**src/rtl/map_line_clear.sv**
```systemverilog
// Line-clear engine: scans the playfield bottom-up, drops full rows, compacts
// the survivors downward, zero-fills the vacated top rows and keeps score.
module map_line_clear #(
  parameter int ROWS      = 20,
  parameter int COLS      = 10,
  parameter int CELL_W    = 5,
  parameter int SCORE_MAX = 999999
) (
  input  logic                     CLOCK_50,
  input  logic                     reset,
  input  logic                     start,
  input  logic                     score_clr,
  output logic [4:0]               rd_row,
  input  logic [COLS*CELL_W-1:0]   rd_data,
  output logic                     wr_en,
  output logic [4:0]               wr_row,
  output logic [COLS*CELL_W-1:0]   wr_data,
  output logic                     busy,
  output logic                     done,
  output logic [4:0]               lines_cleared,
  output logic [19:0]              score,
  output logic [19:0]              best_score
);

  typedef enum logic [2:0] {S_IDLE, S_READ, S_EVAL, S_FILL, S_DONE} state_t;

  localparam logic [CELL_W-1:0] LOCK_MAX = CELL_W'(9);

  state_t      r_state, w_next;
  logic [4:0]  r_src, r_dst, r_k;
  logic        r_done;
  logic [4:0]  r_lines;
  logic [19:0] r_score, r_best;

  logic        w_full;
  logic [4:0]  w_k_upd;
  logic [19:0] w_points;
  logic [20:0] w_sum;
  logic [19:0] w_score_new;

  // Only locked codes 1..9 count; empty or active-piece cells keep the row.
  always_comb begin
    w_full = 1'b1;
    for (int j = 0; j < COLS; j++) begin
      if (rd_data[j*CELL_W +: CELL_W] == '0 ||
          rd_data[j*CELL_W +: CELL_W] > LOCK_MAX)
        w_full = 1'b0;
    end
  end

  assign w_k_upd = r_k + {4'd0, w_full};

  always_comb begin
    case (r_k)
      5'd0:    w_points = 20'd0;
      5'd1:    w_points = 20'd100;
      5'd2:    w_points = 20'd300;
      5'd3:    w_points = 20'd500;
      5'd4:    w_points = 20'd800;
      default: w_points = 20'd800 + 20'd200 * (20'(r_k) - 20'd4);
    endcase
  end

  assign w_sum       = {1'b0, r_score} + {1'b0, w_points};
  assign w_score_new = (w_sum > 21'(SCORE_MAX)) ? 20'(SCORE_MAX) : w_sum[19:0];

  always_ff @(posedge CLOCK_50) begin
    if (reset) r_state <= S_IDLE;
    else       r_state <= w_next;
  end

  always_comb begin
    w_next = r_state;
    case (r_state)
      S_IDLE: if (start) w_next = S_READ;
      S_READ: w_next = S_EVAL;
      // k is decided on the last row so a pass with nothing to fill skips FILL
      S_EVAL: if (r_src == 5'd0) w_next = (w_k_upd == 5'd0) ? S_DONE : S_FILL;
              else               w_next = S_READ;
      S_FILL: if (r_dst == 5'd0) w_next = S_DONE;
      S_DONE: w_next = S_IDLE;
      default: w_next = S_IDLE;
    endcase
  end

  always_comb begin
    rd_row  = 5'd0;
    wr_en   = 1'b0;
    wr_row  = 5'd0;
    wr_data = '0;
    case (r_state)
      S_READ: rd_row = r_src;
      S_EVAL: if (!w_full && r_dst != r_src) begin
                wr_en   = 1'b1;
                wr_row  = r_dst;
                wr_data = rd_data;
              end
      S_FILL: begin
                wr_en  = 1'b1;
                wr_row = r_dst;
              end
      default: ;
    endcase
  end

  always_ff @(posedge CLOCK_50) begin
    if (reset) begin
      r_src   <= 5'd0;
      r_dst   <= 5'd0;
      r_k     <= 5'd0;
      r_done  <= 1'b0;
      r_lines <= 5'd0;
      r_score <= 20'd0;
      r_best  <= 20'd0;
    end else begin
      r_done <= 1'b0;
      case (r_state)
        S_IDLE: begin
          if (score_clr) r_score <= 20'd0;
          if (start) begin
            r_src <= 5'(ROWS-1);
            r_dst <= 5'(ROWS-1);
            r_k   <= 5'd0;
          end
        end
        S_EVAL: begin
          if (w_full) r_k   <= w_k_upd;
          else        r_dst <= r_dst - 5'd1;
          if (r_src != 5'd0) r_src <= r_src - 5'd1;
        end
        S_FILL: r_dst <= r_dst - 5'd1;
        S_DONE: begin
          r_done  <= 1'b1;
          r_lines <= r_k;
          r_score <= w_score_new;
          if (w_score_new > r_best) r_best <= w_score_new;
        end
        default: ;
      endcase
    end
  end

  assign busy          = (r_state != S_IDLE);
  assign done          = r_done;
  assign lines_cleared = r_lines;
  assign score         = r_score;
  assign best_score    = r_best;

endmodule
```
**config.mk**
```make
export PLATFORM = sky130hd
export DESIGN_NAME = map_line_clear
export DESIGN_NICKNAME = d
export VERILOG_FILES = /design/src/rtl/map_line_clear.sv
export SDC_FILE = /design/constraint.sdc
export NUM_CORES = 1
export LEC_CHECK = 0
export CAP_MARGIN = 0
export CORE_ASPECT_RATIO = 0.6
export CORE_MARGIN = 1
export CORE_UTILIZATION = 50
export DETAILED_ROUTE_END_ITERATION = 16
export PLACE_DENSITY = 0.83
export SLEW_MARGIN = 10
export SYNTH_ARGS = -nofsm -noshare
export SYNTH_HDL_FRONTEND = slang
export SYNTH_SLANG_ARGS = --single-unit
```
**constraint.sdc**
```tcl
create_clock -name CLOCK_50 -period 11 [get_ports CLOCK_50]
set_clock_uncertainty 0.05 [all_clocks]
set_input_delay 2.75 -clock CLOCK_50 [delete_from_list [all_inputs] [get_ports CLOCK_50]]
set_output_delay 2.75 -clock CLOCK_50 [all_outputs]
set_load 0.02 [all_outputs]
```
==> impl_metrics.py, run 1 <==
metrics = {
    "synth": {
        "synth.area.top_cells": "dfxtp_1, ha_1, and2_1, a21oi_1, nor2_1",
        "synthArstFlopShare_pct": 0,
        "syn_inst": 764,
        "ys_ff_latch": 64,
        "syn_area_per_cell_sq_um": 7.73,
        "yosysTopAreaCell": "dfxtp_1",
        "seq_area_frac_synth_pct": 21.7,
        "synth_area_sq_um": 5910,
        "synth_edf_count": 0,
        "yosys-top-cells-count": "ha_1, nor2_1, and2_1, dfxtp_1, inv_1",
        "synth_nets": 893,
        "yosysTopAreaCellShare_pct": 21.7,
        "ys.flop_type": "dfxtp_1",
        "ys_warn_count": 0,
        "yosys.cell_types.count": 69,
    },
    "sta": {
        "holdWs_ps": 401,
        "finalCritPeriodShare_pct": 82.5,
        "rsz0062_at_grt": "no",
        "hold_violations": 0,
        "fin_setup_tns_ps": 0,
        "drv_slew": 0,
        "period_minus_slack_ps": 9070,
        "slew-limit-headroom_pct": 43.5,
        "fmax_ghz": 0.110,
        "setup_viol": 0,
        "postLayoutSetupSlackWorst_ps": 1930,
        "worst_pin_slew_ps": 847,
    },
    "cts": {
        "cts_buffers": 9,
        "cts_max_level": 3,
        "ctsResizeCount": 0,
        "cts_tree": "built",
        "cts_hold_buf": 0,
        "clkTransAtPathRegs_ps": 60,
        "cts.path.max_buffers": 2,
        "cts_setup_buffers": 0,
        "cts-root-buf": "clkbuf_16",
        "clock_sinks": 64,
        "clk_latency_ps": 340,
    },
    "run": {
        "cap_violations": 0,
    },
    "power_and_ir_drop": {
        "p_total_w": 0.000624,
        "p_leak_nw": 3.22,
        "power_density_nw_per_um2": 78.9,
        "ir_drop_mv": 0.0753,
    },
    "global_routing": {
        "overflow": 0,
        "grt_pass1_wl_um": 29000,
        "antenna_found_initial": 0,
        "grt_pass1_vias": 5486,
        "met2_usage_pct": 40.3,
        "track_usage_pct": 30.4,
        "use_met1_pct": 48.8,
        "grt_busiest_layer": "met1",
        "grt_max_degree": 56,
        "use_met3_pct": 6.24,
    },
    "die": {
        "io_pins": 162,
        "dieWidth_um": 142,
        "die_h_um": 86.2,
        "coreArea_sq_um": 11400,
        "die-area_sq_um": 12300,
        "start_util_pct": 51.8,
        "num_rows": 30,
    },
    "detailed_routing": {
        "drc": 0,
        "dr.pass1.iters": 5,
        "dr_total_vias": 6144,
        "wl_per_cell_um": 17.2,
        "first_iter_violations": 594,
        "drt.antenna.violating_nets": 0,
        "drt-total-wl_um": 18600,
        "via_per_inst": 5.70,
    },
    "finish": {
        "drive_above_1_share_pct": 4.80,
        "num_antenna_cells": 0,
        "nets": 1041,
        "area_delta_synth_final_pct": 33.9,
    },
    "worst_setup_path": {
        "crit_type": "reg -> reg",
        "crit_required_ps": 11200,
        "crit_arrival_ps": 9270,
        "crit_buf_inv": 3,
        "crit_fanout": 23,
        "critPathSlowestCell": "o21a_1",
        "start_kind": "flip-flop",
        "path_common_cell": "ha_1",
        "max_stage_delay_ps": 710,
        "cpLargestDelayFamily": "compound AO/OA/AOI/OAI gates",
        "worst_setup_path_end_kind": "flip-flop",
    },
    "status": {
        "status": "complete, no violations",
    },
    "placed_design": {
        "portBuffers": 161,
        "place_congestion": 0.994,
        "dp_worst_setup_slack_ps": 1790,
        "dp_hpwl_um": 14700,
    },
    "worst_hold_path": {
        "min_path_type": "reg -> reg",
    },
}
==> cells in the final DEF (no fill, tap or decap), types with 8 or more instances in the layout <==
cell type	count
a211oi_1	12
a21o_1	14
a21oi_1	57
and2_1	64
clkbuf_16	9
clkdlybuf4s50_1	160
dfxtp_1	64
ha_1	68
inv_1	61
nand2_1	57
nand3_1	14
nand4_1	11
nor2_1	67
nor2b_1	8
nor3_1	13
o21a_1	10
o21ai_0	30
o21ai_1	9
o31ai_1	13
or3_1	11
or4_1	11
xnor2_1	21
xor2_1	16
==> power by group <==
part / total [W] / internal [W] / switching [W]
combinational: 0.000110 / 0.0000524 / 0.0000577
clock: 0.000272 / 0.000159 / 0.000113
sequential: 0.000242 / 0.000236 / 0.00000599
==> flip-flops by register name, summed over array words and instances, names as in the netlist <==
name           count
best_score        20
done               1
lines_cleared      5
r_dst              5
r_k                5
r_src              5
r_state            3
score             20
==> area by class of cell <==
cell class / count / area [sq um]
multi-input cells: 611 / 4280
fillers: 932 / 3500
repair buffers: 165 / 1640
flip-flops and latches: 64 / 1280
clock buffers: 10 / 239
inverters: 61 / 229
well taps: 160 / 200
clock inverters: 6 / 43.8
==> logic make-up (layout without fill, tap and decap cells) <==
kind of cell,Yosys count,count (layout),share of synthesized area (%)
simple gates,291,291,25.9
compound gates,204,204,23.5
mux,3,3,0.529
fa+ha+maj,76,76,16.9
buf+inv,89,242,5.95
xor+xnor,37,37,5.48
flops,64,64,21.7
==> metal layers <==
| layer | up-vias | part of all wire (%) |
|---|---|---|
| li1 | 3023 | - |
| met1 | 2893 | 51 |
| met2 | 215 | 40 |
| met3 | 13 | 8.3 |
| met4 | 0 | 0.69 |
| met5 | - | 0 |
==> metrics by stage <==
stage          utilization, %  instances  instance area (sq um)
4_1_cts                  69.3       1077                   7910
6_report                 69.3       1077                   7910
5_1_grt                  69.3       1077                   7910
2_1_floorplan               -        764                   5910
3_5_place_dp             66.8       1061                   7630
3_3_place_gp             66.8       1061                   7630
==> worst min-delay path: cells and delay by family (launching register included) <==
family | cells | cell delay [ps]
AO/OA/AOI/OAI | 1 | 50
AND/OR/NAND/NOR | 1 | 50
flip-flops | 1 | 300
==> path summary, 6_finish.rpt <==
check / end / slack, ps / start / cells after the start
hold / removal: lines_cleared[1] / 400 / lines_cleared[1] / 2
hold reg to reg: lines_cleared[1] / 400 / lines_cleared[1] / 2
setup reg to reg: best_score[4] / 1930 / r_k[2] / 31
setup / recovery: best_score[4] / 1930 / r_k[2] / 31
Note: power is estimated with default switching activity, not from simulation.
==> inputs of run 2 (changes only) <==
==> constraint.sdc (replaced) <==
create_clock -name CLOCK_50 -period 9.1 [get_ports CLOCK_50]
set_clock_uncertainty 0.05 [all_clocks]
set_input_delay 2.275 -clock CLOCK_50 [delete_from_list [all_inputs] [get_ports CLOCK_50]]
set_output_delay 2.275 -clock CLOCK_50 [all_outputs]
set_load 0.02 [all_outputs]
==> impl_metrics.py, run 2 (synthesis results as in run 1) <==
metrics = {
    "status": {
        "status": "complete, no violations",
    },
    "worst_setup_path": {
        "rrSetupSlack_ps": 600,
        "crit_arrival_ps": 8700,
        "critPathSlowestCell": "a2111oi_1",
        "crit_type": "reg -> reg",
        "start_kind": "flip-flop",
        "max_stage_delay_ps": 530,
        "crit_fanout": 13,
        "r2r_end": "best_score[1]",
        "crit_required_ps": 9300,
        "worst_setup_path_end_kind": "flip-flop",
        "r2r_cells": 33,
        "reg2reg_from": "r_k[3]",
        "path_common_cell": "ha_1",
    },
    "cts": {
        "cts_buffers": 9,
        "cts-root-buf": "clkbuf_16",
        "clk_latency_ps": 330,
        "cts_max_level": 3,
        "cts_tree": "built",
        "clock_sinks": 64,
        "clkTransAtPathRegs_ps": 60,
        "cts_hold_buf": 0,
        "cts.path.max_buffers": 2,
    },
    "global_routing": {
        "grt_max_degree": 56,
        "use_met3_pct": 7.90,
        "grt_busiest_layer": "met1",
        "use_met1_pct": 47.3,
        "track_usage_pct": 30.3,
        "overflow": 0,
        "antenna_found_initial": 0,
        "grt_pass1_vias": 5490,
        "met2_usage_pct": 41.1,
        "grt_pass1_wl_um": 28900,
    },
    "power_and_ir_drop": {
        "ir_drop_mv": 0.0878,
        "power_density_nw_per_um2": 94.2,
        "p_leak_nw": 3.23,
    },
    "finish": {
        "final_cell_count_no_fill": 1081,
        "drive_above_1_share_pct": 5.10,
        "fillerInstances": 930,
        "seq_area_sq_um": 1280,
        "num_antenna_cells": 0,
        "multi_input_area_sq_um": 4290,
        "finish.utilization_pct": 69.6,
        "final_common_cell": "clkdlybuf4s50_1",
        "nets": 1045,
        "area_delta_synth_final_pct": 34.5,
        "mostFrequentLayoutCells": "clkdlybuf4s50_1, ha_1, nor2_1",
    },
    "placed_design": {
        "place_congestion": 0.980,
        "dp_cells": 1065,
        "dp_hpwl_um": 14900,
        "portBuffers": 161,
    },
    "detailed_routing": {
        "drc": 0,
        "drt.antenna.violating_nets": 0,
        "drt-total-wl_um": 18800,
        "dr_total_vias": 6181,
        "wl_per_cell_um": 17.4,
        "via_per_inst": 5.72,
        "dr.pass1.iters": 5,
        "first_iter_violations": 576,
    },
    "sta": {
        "period_minus_slack_ps": 8500,
        "holdWs_ps": 403,
        "hold_violations": 0,
        "slew-limit-headroom_pct": 43.0,
        "fmax_ghz": 0.118,
        "fin_setup_tns_ps": 0,
        "finalCritPeriodShare_pct": 93.4,
        "setup_viol": 0,
        "rsz0062_at_grt": "no",
        "drv_slew": 0,
        "worst_pin_slew_ps": 848,
    },
    "die": {
        "die-area_sq_um": 12300,
        "die_h_um": 86.2,
        "start_util_pct": 51.8,
        "io_pins": 162,
        "dieWidth_um": 142,
        "num_rows": 30,
        "coreArea_sq_um": 11400,
    },
    "worst_hold_path": {
        "holdPathEnd": "lines_cleared[1]",
        "min_path_type": "reg -> reg",
        "min_from": "lines_cleared[1]",
        "whs_path_depth": 2,
    },
    "run": {
        "cap_violations": 0,
    },
}
-- run 2: final cells by class --
type | count | area share [%]
multi-input cells | 611 | 54.0
repair buffers | 169 | 21.0
flip-flops and latches | 64 | 16.1
clock buffers | 12 | 3.10
inverters | 61 | 2.88
well taps | 160 | 2.52
clock inverters | 4 | 0.378
-- run 2: metrics by stage --
step / setup slack (ps) / power [W] / instance area [sq um]
floorplan: 1100 / 0.000365 / 5910
global placement: 767 / 0.000427 / 7660
detailed placement: 327 / 0.000429 / 7660
CTS: 262 / 0.000747 / 7930
global route: 29.2 / 0.000772 / 7950
finish: 599 / 0.000748 / 7950
-- run 2: how the worst max path moves through the flow --
stage,startpoint,end,cells after the start
after global routing,r_k[3],best_score[0],33
final,r_k[3],best_score[1],33
after CTS,r_k[2],best_score[5],32
after global placement,r_k[2],best_score[8],32
after detailed placement,r_k[2],best_score[9],32
after floorplan,r_k[2],best_score[2],34
-- run 2: worst max-delay path: cells and delay by family, from the launching register on --
| kind | cells | cell delay (ps) |
|---|---|---|
| DFF | 1 | 510 |
| xor gates and xnor gates | 3 | 710 |
| and+or+nand+nor | 5 | 760 |
| AOI/OAI and AO/OA | 13 | 3170 |
| adders and majority gates | 7 | 2410 |
| buffers and inverters | 5 | 810 |
-- run 2: power by group --
| part | internal, W | switching [W] | total [W] |
|---|---|---|---|
| Sequential | 0.000286 | 0.00000742 | 0.000293 |
| Combinational | 0.0000633 | 0.0000695 | 0.000133 |
| Clock | 0.000192 | 0.000130 | 0.000322 |
-- run 2: repair_timing --
| action | 4_1_cts | 5_1_grt |
|---|---|---|
| gates resized for setup | 0 | 4 |
| setup endpoints to repair | 0 | 20 |
| setup buffers | 0 | 0 |
-- run 2: routing by layer --
layer	part of all wire (%)	routed length, um
met5	0	0
met4	0.68	127
met3	9.0	1700
met2	40	7510
met1	50	9460
